### config.mk
export PLATFORM = sky130hd
export DESIGN_NAME = y_buf_argmax_reader
export DESIGN_NICKNAME = d
export VERILOG_FILES = /design/src/rtl/y_buf_argmax_reader.sv
export SDC_FILE = /design/constraint.sdc
export NUM_CORES = 1
export LEC_CHECK = 0
export CAP_MARGIN = 20
export CORE_ASPECT_RATIO = 0.6
export CORE_MARGIN = 3
export CORE_UTILIZATION = 50
export DETAILED_ROUTE_END_ITERATION = 16
export HOLD_SLACK_MARGIN = 0.15
export PLACE_DENSITY = 0.79
export RECOVER_POWER = 100
export SLEW_MARGIN = 20
export SYNTH_ARGS = -nofsm -noshare
export SYNTH_HDL_FRONTEND = slang
export SYNTH_SLANG_ARGS = --single-unit
### constraint.sdc
create_clock -name clk -period 6 [get_ports clk]
set_input_delay 1.8 -clock clk [delete_from_list [all_inputs] [get_ports clk]]
set_output_delay 1.8 -clock clk [all_outputs]
set_load 0.02 [all_outputs]
### src/rtl/y_buf_argmax_reader.sv
// Reads back IN_IMG_NUM x CLASS_NUM signed scores from the Y buffer and streams one argmax label per image.
// Optional ARGMAX_SCORE_EN macro adds max_score_o carrying the winning score alongside each label.
module y_buf_argmax_reader #(
  parameter int IN_IMG_NUM       = 10,
  parameter int CLASS_NUM        = 10,
  parameter int Y_BUF_DATA_WIDTH = 32,
  parameter int Y_BUF_ADDR_WIDTH = 32,
  parameter int ADDR_STRIDE      = 4
) (
  input  logic                        clk,
  input  logic                        rst_n,
  input  logic                        start_i,
  output logic                        y_rd_en,
  output logic [Y_BUF_ADDR_WIDTH-1:0] y_rd_addr,
  input  logic [Y_BUF_DATA_WIDTH-1:0] y_rd_data,
  output logic                        label_valid_o,
  input  logic                        label_ready_i,
  output logic [3:0]                  label_o,
  output logic [3:0]                  label_img_o,
  output logic                        busy_o,
`ifdef ARGMAX_SCORE_EN
  output logic [Y_BUF_DATA_WIDTH-1:0] max_score_o,
`endif
  output logic                        done_o
);
  localparam int AW = Y_BUF_ADDR_WIDTH;
  localparam int DW = Y_BUF_DATA_WIDTH;

  typedef enum logic [2:0] {IDLE, RD, LAST, EMIT, FIN} state_t;
  state_t state, state_nxt;

  logic [3:0]           img, cls, rd_cls, best_idx;
  logic                 rd_vld, upd, busy_q, done_q;
  logic signed [DW-1:0] best_score;

  wire cls_last = (cls == 4'(CLASS_NUM - 1));
  wire img_last = (img == 4'(IN_IMG_NUM - 1));

  always_ff @(posedge clk or negedge rst_n) begin
    if (!rst_n) state <= IDLE;
    else        state <= state_nxt;
  end

  always_comb begin
    state_nxt = state;
    case (state)
      IDLE:    if (start_i) state_nxt = RD;
      RD:      if (cls_last) state_nxt = LAST;
      LAST:    state_nxt = EMIT;
      EMIT:    if (label_ready_i) state_nxt = img_last ? FIN : RD;
      FIN:     state_nxt = IDLE;
      default: state_nxt = IDLE;
    endcase
  end

  always_comb begin
    y_rd_en       = (state == RD);
    label_valid_o = (state == EMIT);
    y_rd_addr     = '0;
    if (y_rd_en)
      y_rd_addr = (AW'(img) * AW'(CLASS_NUM) + AW'(cls)) * AW'(ADDR_STRIDE);
    label_o     = label_valid_o ? best_idx : 4'd0;
    label_img_o = label_valid_o ? img : 4'd0;
  end

  always_ff @(posedge clk or negedge rst_n) begin
    if (!rst_n) begin
      img <= '0;
      cls <= '0;
    end else begin
      case (state)
        IDLE: if (start_i) begin
          img <= '0;
          cls <= '0;
        end
        RD:   if (!cls_last) cls <= cls + 4'd1;
        EMIT: if (label_ready_i && !img_last) begin
          img <= img + 4'd1;
          cls <= '0;
        end
        default: ;
      endcase
    end
  end

  // Read data lands one cycle after the request; class 0 always seeds the running best.
  assign upd = rd_vld && ((rd_cls == 4'd0) || ($signed(y_rd_data) > best_score));

  always_ff @(posedge clk or negedge rst_n) begin
    if (!rst_n) begin
      rd_vld     <= 1'b0;
      rd_cls     <= '0;
      best_score <= '0;
      best_idx   <= '0;
    end else begin
      rd_vld <= y_rd_en;
      rd_cls <= cls;
      if (upd) begin
        best_score <= $signed(y_rd_data);
        best_idx   <= rd_cls;
      end
    end
  end

  // busy and done share the FIN edge so busy falls exactly when done pulses.
  always_ff @(posedge clk or negedge rst_n) begin
    if (!rst_n) begin
      busy_q <= 1'b0;
      done_q <= 1'b0;
    end else begin
      done_q <= (state == FIN);
      if (state == IDLE && start_i) busy_q <= 1'b1;
      else if (state == FIN)        busy_q <= 1'b0;
    end
  end

  assign busy_o = busy_q;
  assign done_o = done_q;

`ifdef ARGMAX_SCORE_EN
  logic [DW-1:0] max_q;
  always_ff @(posedge clk or negedge rst_n) begin
    if (!rst_n)                 max_q <= '0;
    else if (state_nxt == EMIT) max_q <= upd ? y_rd_data : best_score;
    else                        max_q <= '0;
  end
  assign max_score_o = max_q;
`endif
endmodule
==> metrics.txt, run 1 <==
diode count=0; number of remaining DRC errors=0; P_leak=2.13 nW; Hold Fails Final Rpt=0; largest net degree at the start of global routing=55; core region area=0.00694 mm²; TritonCTS clock tree=built; total internal power=1.24 mW; gr usage total=18.7%; Clock Pin Slew Worst Setup and Hold Paths=0.07 ns; Cells after Synth=361; input/output buffers=56; Psw=866 µW; Hold Path Class=reg -> reg; die width=117 µm; post-layout min period=5.05 ns; die area=0.00856 mm²; Die H=72.9 µm; vias post-DR=2,636; Synth async-reset ratio=100%; Synth Area in XOR/XNOR=1.41%; RSZ-0062 raised after global routing=no; switching share of power=41.2%; Post-synth EDFFs=0; Initial Util=53.7%; vias in the first global route=2,672; first-pass detailed-route iteration total=4; slowest stage delay, CP=0.79 ns; Final period util=84.2%; reg2reg setup slack=2.65 ns; Comb pwr share=52.8%; power per cell area=485 mW/mm²; Adder-Cell Fraction of Synth Area=15.5%; post-synthesis sequential area ratio=36.3%; initial antenna violation count=0; Post-Synthesis Cell Area=0.00373 mm²; H-Tree Depth=2; cts-stage hold buffer count=0; mux contribution to synthesized area=13.8%; Root Driver=clkbuf_16; clk sinks=54; final wirelength=7.62 mm; initial DRC count=147; failing checks=max-capacitance violations, max-slew violations; CTS Buf Count=5; synth warn=0; WP data required=6.17 ns; CP max-delay cell=clkbuf_1; worst-path maximum fanout=17; synth unique cells=52; gr ovfl total=0; Worst setup EP type=flop; maximum VDD drop=286 µV; Layout Nets=499; crit path DAT=5.23 ns; Synth Area in Simple Gates=13.2%; DR WL/cell=14.7 µm; post-CTS sizing=0; via/cell ratio=5.08; layout overhead on the synthesized area=16.3%; Slew @ Worst Pin=2.87 ns; total power=2.10 mW; status=complete, but fails checks; cell chain of the critical path=dlygate4sd3_1 -> ha_1 -> nand4_1 -> inv_1 -> a221oi_1 -> or3b_1 -> a31oi_1 -> o41ai_4 -> clkbuf_1 -> mux2_1; Setup Skew=0.00624 ns; placed wire-length estimate=5.79 mm; # Post-CTS Setup Buffers=0; syn_area_per_cell=10.3 µm²; Max-slew headroom=-91.3%; CP Launch Type=primary input; clock tree buffer depth=2; post-route setup TNS=0 ns; largest family of logic cells by synthesized area=adder cells; final setup violation count=0; final RePlAce weighted congestion=0.817; Seq pwr share=31.5%; Clock Power Share=15.7%; num ports=80; flops & latches, synth=54; max_cap viols=1; share of cells above drive strength 1=3.82%; Max Freq=198 MHz; Post-synth top flop=dfrtp_1; first-pass GRT wire length=12.8 mm; critical path class=in -> reg; row count=23; post-synthesis compound-gate area fraction=8.86%; Slew Viols, Final=55; final antenna-violating net count=0; Filler Cells Inserted=583; worst skew pair latency=0.29 ns
==> cell usage after synthesis (3+ instances only) <==
library cell	instances	area share, %
buf_4	23	4.6
nand2_1	21	2.1
inv_1	47	4.7
mux2i_1	4	1.1
ha_1	43	14
clkbuf_1	4	0.40
dfrtp_1	54	36
nor3_1	6	0.81
o21ai_1	6	0.81
buf_6	3	0.91
xnor2_1	5	1.2
mux2_4	30	12
nand2b_1	3	0.50
nor2_1	16	1.6
a21o_1	3	0.60
a21oi_1	18	2.4
nand4_1	8	1.3
and2_1	11	1.8
nand3_1	8	1.1
o21ai_0	7	0.94
==> layout make-up <==
| type | instances | area [µm²] | area share (%) |
|---|---|---|---|
| clock inverter | 3 | 45.0 | 1.04 |
| clock buffer | 5 | 125 | 2.89 |
| multi-input combinational | 250 | 1940 | 44.8 |
| tap | 100 | 125 | 2.89 |
| sequential | 54 | 1350 | 31.2 |
| inverter | 48 | 180 | 4.16 |
| timing repair buffer | 59 | 567 | 13.1 |
==> cell families (layout without fill, tap and decap cells) <==
logic type      after synthesis  after routing
simple gates                 90             90
buf+inv                      79            115
flops                        54             54
compound gates               50             50
fa+ha+maj                    45             45
mux                          36             36
xor+xnor                      6              6
other cells                   1             23
==> final timing paths <==
path	to	cells after the start	startpoint
worst max-delay path	best_score[24]	10	y_rd_data[10]
worst min-delay path	rd_cls[3]	0	cls[3]
worst max register to register	best_score[24]	10	best_score[10]
worst min register to register	rd_cls[3]	0	cls[3]
max in group asynchronous	best_score[9]	2	rst_n
min in group asynchronous	best_score[17]	2	rst_n
==> sequential cells by signal, summed over array words and instances, names as in the netlist <==
register / cells
done_o: 1
img: 4
best_score: 32
rd_cls: 4
cls: 4
state: 3
best_idx: 4
rd_vld: 1
busy_o: 1
==> critical path: cells and delay by family <==
family | cells | cell delay [ns]
AOI/OAI and AO/OA | 3 | 0.93
and+or+nand+nor | 2 | 0.36
buffers and inverters | 3 | 1.41
muxes | 1 | 0.39
adders and majority gates | 1 | 0.33
==> routing by layer <==
layer	GRT usage [%]	part of all wire [%]	up-vias
li1	-	-	1305
met5	0	0	-
met3	4.88	5.3	8
met1	26.8	51	1246
met4	4.42	0.94	0
met2	28.7	43	77
==> stage by stage <==
step	util [%]	std cells	cell area [µm²]	setup WS (ns)	hold WS, ns
finish	62.5	519	4330	0.949	0.475
global route	62.5	519	4330	0.659	0.506
CTS	64.3	519	4460	1.01	0.478
detailed placement	61.8	511	4290	1.27	0.462
global placement	61.8	511	4290	1.32	0.458
floorplan	-	383	3810	1.72	0.408
==> placed cells by master (no fill, tap or decap), types with 4 or more instances in the layout <==
cell	n
a21oi_1	18
mux2_1	30
ha_1	43
o21ai_0	11
inv_1	47
dlygate4sd3_1	24
xnor2_1	5
dfrtp_1	54
nand3_1	8
nand4_1	8
mux2i_1	4
and2_1	10
nand2_1	21
conb_1	23
nor2_1	16
nor3_1	6
clkbuf_16	5
clkdlybuf4s50_1	31
==> power by group through the flow <==
stage / Combinational [mW] / Sequential, mW / Clock [mW]
finish: 1.11 / 0.662 / 0.331
global route: 1.25 / 0.687 / 0.354
CTS: 1.31 / 0.669 / 0.338
detailed placement: 1.30 / 0.668 / 0
global placement: 1.25 / 0.667 / 0
floorplan: 1.03 / 0.628 / 0
Note: power is estimated with default switching activity, not from simulation.
==> run 2: changes to the inputs <==
- CORE_UTILIZATION: 50 -> 47
- PLACE_DENSITY: 0.79 -> 0.78
- clock period: 6 -> 4.4 ns (I/O delays scaled with it)
==> run 2 against run 1 <==
Effect of this change: the flow still finishes with violations (max-capacitance violations, max-slew violations); setup slack worse by 0.81 ns; combinational power up 41%; clock skew down 0.0029 ns; utilization down 4.6 points; power up 35%; cell count up 1.5%; clock power up 21%; first-iteration DRC count up 6.8%; via count down 0.27%; largest cell class unchanged.
==> metrics.txt, run 2 (synthesis results as in run 1) <==
via/cell ratio=4.99 (-1.8%); initial DRC count=157 (+6.8%); Hold Fails Final Rpt=0 (unchanged); Slew Viols, Final=42 (-24%); die area=0.00907 mm² (+5.9%); input/output buffers=56 (unchanged); Root Driver=clkbuf_16; post-layout min period=4.26 ns; failing checks=max-capacitance violations, max-slew violations; num ports=80 (unchanged); most common cell after layout, fill and taps aside=dfrtp_1; placed wire-length estimate=6.21 mm (+7.2%); Hold Path Class=reg -> reg; first-pass detailed-route iteration total=5 (+1); layout overhead on the synthesized area=16.2% (about the same); largest net degree at the start of global routing=42 (-24%); final antenna-violating net count=0 (unchanged); final setup violation count=0 (unchanged); initial antenna violation count=0 (unchanged); core region area=0.00748 mm² (+7.8%); register with the highest flop count=best_score; H-Tree Depth=2 (unchanged); Max-slew headroom=-50.9% (+40 points); row count=24 (+4.3%); final RePlAce weighted congestion=0.810 (-0.82%); die width=121 µm (+3.0%); reg2reg setup slack=1.36 ns (-1.29 ns); CP Launch Type=flop; share of cells above drive strength 1=5.20% (+1.4 points); clk sinks=54 (unchanged); Reg2Reg Depth=9 (-1); diode count=0 (unchanged); Max Freq=235 MHz; Worst setup EP type=output port; status=complete, but fails checks; # Post-CTS Setup Buffers=0 (unchanged); Layout Nets=503 (+0.80%); WP data required=3.08 ns (-3.09 ns); reg2reg end=best_score[21]; vias in the first global route=2,687 (+0.56%); Filler Cells Inserted=655 (+12%); maximum VDD drop=309 µV (+8.0%); most frequent cells in the layout=dfrtp_1, inv_1, ha_1, clkdlybuf4s50_1, mux2_1; vias post-DR=2,629 (-0.27%); clock tree buffer depth=2 (unchanged); crit path DAT=2.94 ns (-2.29 ns); worst-path maximum fanout=4 (-13); worst skew pair latency=0.29 ns (about the same); max_cap viols=1 (unchanged); DR WL/cell=15.2 µm (+3.3%); Initial Util=49.8% (-3.9 points); Worst R2R Start=best_score[31]; Clock Pin Slew Worst Setup and Hold Paths=0.07 ns (about the same); Die H=75.0 µm (+2.9%); number of remaining DRC errors=0 (unchanged); hold_ws=0.467 ns (-0.00846 ns); worst setup path start=img[3]; first-pass GRT wire length=13.4 mm (+4.2%); Setup Skew=0.00335 ns (-0.00290 ns); cts-stage hold buffer count=0 (unchanged); power per cell area=657 mW/mm² (+35%); CP endpoint=y_rd_addr[9]; max reg flops=32 (unchanged); utilization after layout=57.9% (-4.6 points); gr ovfl total=0 (unchanged); gr usage total=18.8% (+0.10 points); final wirelength=7.99 mm (+4.9%); P_leak=2.13 nW (about the same); TritonCTS clock tree=built; critical path class=reg -> out; Slew @ Worst Pin=2.26 ns (-0.606 ns); CTS Buf Count=5 (unchanged); Final period util=96.7%
## run 2: area by class of cell
type	instances	area [µm²]	area share, %
clock buffer	7	143	3.29
clock inverter	1	5.00	0.116
inverter	48	180	4.16
multi-input combinational	250	1920	44.4
sequential	54	1350	31.2
tap	104	130	3.00
timing repair buffer	63	597	13.8
## run 2: repair_timing
item	in CTS	in global routing
endpoints found under the hold margin	0	0
gates resized for setup	1	2
endpoints found under the setup margin	1	2
## run 2: worst min-delay path by stage
stage,to,cells after the start,from
6_report,rd_cls[3],0,cls[3]
5_1_grt,rd_cls[3],0,cls[3]
4_1_cts,rd_cls[3],0,cls[3]
3_5_place_dp,rd_cls[3],0,cls[3]
3_3_place_gp,rd_cls[3],0,cls[3]
2_1_floorplan,rd_cls[3],0,cls[3]
## run 2: power by group
part           switching, mW  total, mW  internal (mW)  leakage, nW
Clock                  0.176      0.402          0.226       0.0739
Sequential             0.158      0.890          0.731        0.646
Combinational          0.844       1.56          0.712         1.41
Total                   1.18       2.85           1.67         2.13
## run 2: metal layers
layer	wire length (µm)	track usage, %	vias to the layer above
li1	-	-	1313
met2	3430	27.6	65
met4	75	4.40	0
met1	4040	28.1	1244
met3	446	4.50	7
met5	0	0	-
## run 2: metrics by stage
step           area [µm²]  setup TNS [ns]  worst slack (ns)  instances  power, mW
4_1_cts              4470               0            0.0620        527       3.15
6_report             4330               0             0.144        527       2.85
3_5_place_dp         4320               0            0.0945        519       2.72
5_1_grt              4330         -0.0332           -0.0332        527       3.10
3_3_place_gp         4320               0             0.164        519       2.64
2_1_floorplan        3810               0             0.597        383       2.26
## run 2: worst max-delay path: stages (launching register included)
cell and delay (ns):
dfrtp_1 0.42, ha_1 0.29, ha_1 0.21, inv_1 0.07
fa_1 0.49, nor2_2 0.21, nand3_1 0.09, o21ai_0 0.09
a21oi_1 0.09, nor2_1 0.09, clkdlybuf4s50_1 0.61
==> run 3: changes to the inputs <==
- CORE_MARGIN: 3 -> default
- CTS_CLUSTER_DIAMETER: default -> 40
- SKIP_LAST_GASP: default -> 1
==> run 3 against run 2 <==
Effect of this change: the flow still finishes with violations (max-capacitance violations, max-slew violations); clock-buffer cell count shrank 1; hold slack better by 0.0067 ns; flip-flop and latch count unchanged; non-clock buffer count rose by 1; cell area rose by 2.3%; setup slack lost 0.0017 ns; clock skew rose by 0.0013 ns; first-iteration DRC count increased by 1.9%; fmax hardly changed; power rose by 5.7%; highest routed layer unchanged.
==> metrics.txt, run 3 (synthesis results as in run 1) <==
post-route setup TNS=0 ns (unchanged); slowest stage delay, CP=0.59 ns (-0.02 ns); placed wire-length estimate=5.89 mm (-5.0%); Initial Util=49.8% (unchanged); GR peak layer=met1; gr usage total=20.6% (+1.8 points); Worst R2R Start=best_score[31]; core region area=0.00748 mm² (unchanged); GR Util met3=3.34% (-1.2 points); M1 GR Usage=31.6% (+3.5 points); worst-path maximum fanout=20 (+16); row count=24 (unchanged); Max Freq=235 MHz (about the same); Filler Cells Inserted=623 (-4.9%); Clock Pin Slew Worst Setup and Hold Paths=0.07 ns (about the same); Hold Fails Final Rpt=0 (unchanged); Final period util=96.8% (about the same); CP Depth=9 (-1); Multi-input gate area=0.00201 mm² (+4.5%); first-pass detailed-route iteration total=4 (-1); critical path class=in -> reg; max_cap viols=1 (unchanged); worst setup path start=y_rd_data[31]; input/output buffers=56 (unchanged); die area=0.00830 mm² (-8.5%); CP endpoint=best_score[24]; reg2reg end=best_score[24]; Root Driver=clkbuf_16; Die H=71.0 µm (-5.3%); CP max-delay cell=dlygate4sd3_1; failing checks=max-capacitance violations, max-slew violations; most common cell after layout, fill and taps aside=dfrtp_1; DR WL/cell=14.7 µm (-3.3%); status=complete, but fails checks; die width=117 µm (-3.3%); clock tree buffer depth=2 (unchanged); final antenna-violating net count=0 (unchanged); number of remaining DRC errors=0 (unchanged); via/cell ratio=5.06 (+1.4%); Worst setup EP type=flop; register with the highest flop count=best_score; largest net degree at the start of global routing=40 (-4.8%); first-pass GRT wire length=13.2 mm (-1.5%); dpl cell area=0.00434 mm² (+0.46%); most frequent cells in the layout=dfrtp_1, inv_1, ha_1, clkdlybuf4s50_1, conb_1; clk sinks=54 (unchanged); crit path DAT=4.44 ns (+1.50 ns); total internal power=1.78 mW (+6.7%); Slew Viols, Final=40 (-4.8%); gr ovfl total=0 (unchanged); worst skew pair latency=0.29 ns (about the same); reg2reg setup slack=1.39 ns (+0.03 ns); WP buf/inv=2 (unchanged); max reg flops=32 (unchanged); CTS Buf Count=5 (unchanged); num ports=80 (unchanged); power per cell area=679 mW/mm² (+3.3%); post-layout min period=4.26 ns (+0.00174 ns); area occupied by registers=0.00135 mm² (unchanged); CP Launch Type=primary input; Seq pwr share=29.8% (-1.5 points); GR Layer Usage met2=30.6% (+3.0 points); final wirelength=7.74 mm (-3.1%); Comb pwr share=57.2% (+2.6 points); vias post-DR=2,670 (+1.6%); Reg2Reg Depth=9 (unchanged); initial DRC count=160 (+1.9%); initial antenna violation count=0 (unchanged); RSZ-0062 raised after global routing=no; Final Cell Area=0.00443 mm² (+2.3%); Setup Skew=0.00468 ns (+0.00134 ns); H-Tree Depth=2 (unchanged); Hold Path Class=reg -> reg; total power=3.01 mW (+5.7%); Slew @ Worst Pin=2.06 ns (-0.202 ns); cell chain of the critical path=dlygate4sd3_1 -> ha_1 -> nand4_1 -> nor4_4 -> or3b_1 -> a31oi_1 -> o41ai_4 -> buf_4 -> mux2_1; TritonCTS clock tree=built; layout overhead on the synthesized area=18.8%; switching share of power=40.8% (-0.57 points); share of cells above drive strength 1=9.43% (+4.2 points); final RePlAce weighted congestion=0.779 (-3.9%); final setup violation count=0 (unchanged); largest delay contributor family on the critical path=simple AND/OR/NAND/NOR gates; Clock Power Share=13.0% (-1.1 points); Layout Nets=504 (+0.20%); WP data required=4.58 ns (+1.50 ns); vias in the first global route=2,731 (+1.6%); P_leak=2.24 nW (+5.5%); # Post-CTS Setup Buffers=0 (unchanged); maximum VDD drop=241 µV (-22%); Max-slew headroom=-37.4% (+13 points); Psw=1.23 mW (+4.2%); diode count=0 (unchanged)
run 3: cell types whose count changed in the layout (fill, tap and decap cells not counted), sizes merged:
cell / previous run / this run
clkbuf: 10 / 8
buf: 6 / 7
clkdlybuf4s50: 33 / 32
clkinv: 1 / 2
dlygate4sd3: 21 / 22
dlymetal6s2s: 0 / 1
run 3: worst min-delay path by stage:
| stage | to | cells after the start | slack (ns) | start |
|---|---|---|---|---|
| after floorplan | rd_cls[3] | 0 | 0.41 | cls[3] |
| after global placement | rd_cls[3] | 0 | 0.45 | cls[3] |
| after detailed placement | rd_cls[3] | 0 | 0.46 | cls[3] |
| after CTS | rd_cls[3] | 0 | 0.47 | cls[3] |
| after global routing | rd_cls[3] | 0 | 0.50 | cls[3] |
| final | rd_cls[3] | 0 | 0.47 | cls[3] |
run 3: final cells by class:
class / instances / share of cell area (%)
clock buffer: 6 / 2.91
clock inverter: 2 / 0.311
inverter: 48 / 4.07
multi-input combinational: 250 / 45.4
sequential: 54 / 30.5
tap: 104 / 2.94
timing repair buffer: 64 / 13.8
run 3: routing by layer:
metal | part of all wire, % | wire, µm
met3 | 4.1 | 316
met2 | 41 | 3180
met4 | 0.52 | 40
met5 | 0 | 0
met1 | 54 | 4200
run 3: worst register-to-register path, stage by stage, from the launching register on:
cell	delay, ns
dfrtp_1	0.35
inv_1	0.05
ha_1	0.34
nand4_1	0.27
nor4_4	0.45
or3b_1	0.38
a31oi_1	0.30
o41ai_4	0.13
buf_4	0.27
mux2_1	0.36
run 3: power by group through the flow:
stage	clock network (mW)	logic (mW)	registers, mW
4_1_cts	0.400	1.86	0.898
3_5_place_dp	0	1.84	0.898
5_1_grt	0.420	1.91	0.930
6_report	0.391	1.72	0.898
2_1_floorplan	0	1.40	0.857
3_3_place_gp	0	1.78	0.890
run 3: timing repair:
item                                   CTS  global route
gates resized for setup                  0             3
hold buffers                             0             0
endpoints found under the hold margin    0             0
setup endpoints to repair                0             3
run 3: per-stage QoR:
step	setup slack (ns)	util [%]	hold WS, ns	std cells
2_1_floorplan	0.597	-	0.408	383
6_report	0.142	59.2	0.474	528
5_1_grt	0.0138	59.2	0.498	528
3_5_place_dp	0.0947	58.1	0.459	520
3_3_place_gp	0.160	58.1	0.448	520
4_1_cts	0.0549	60.0	0.474	528
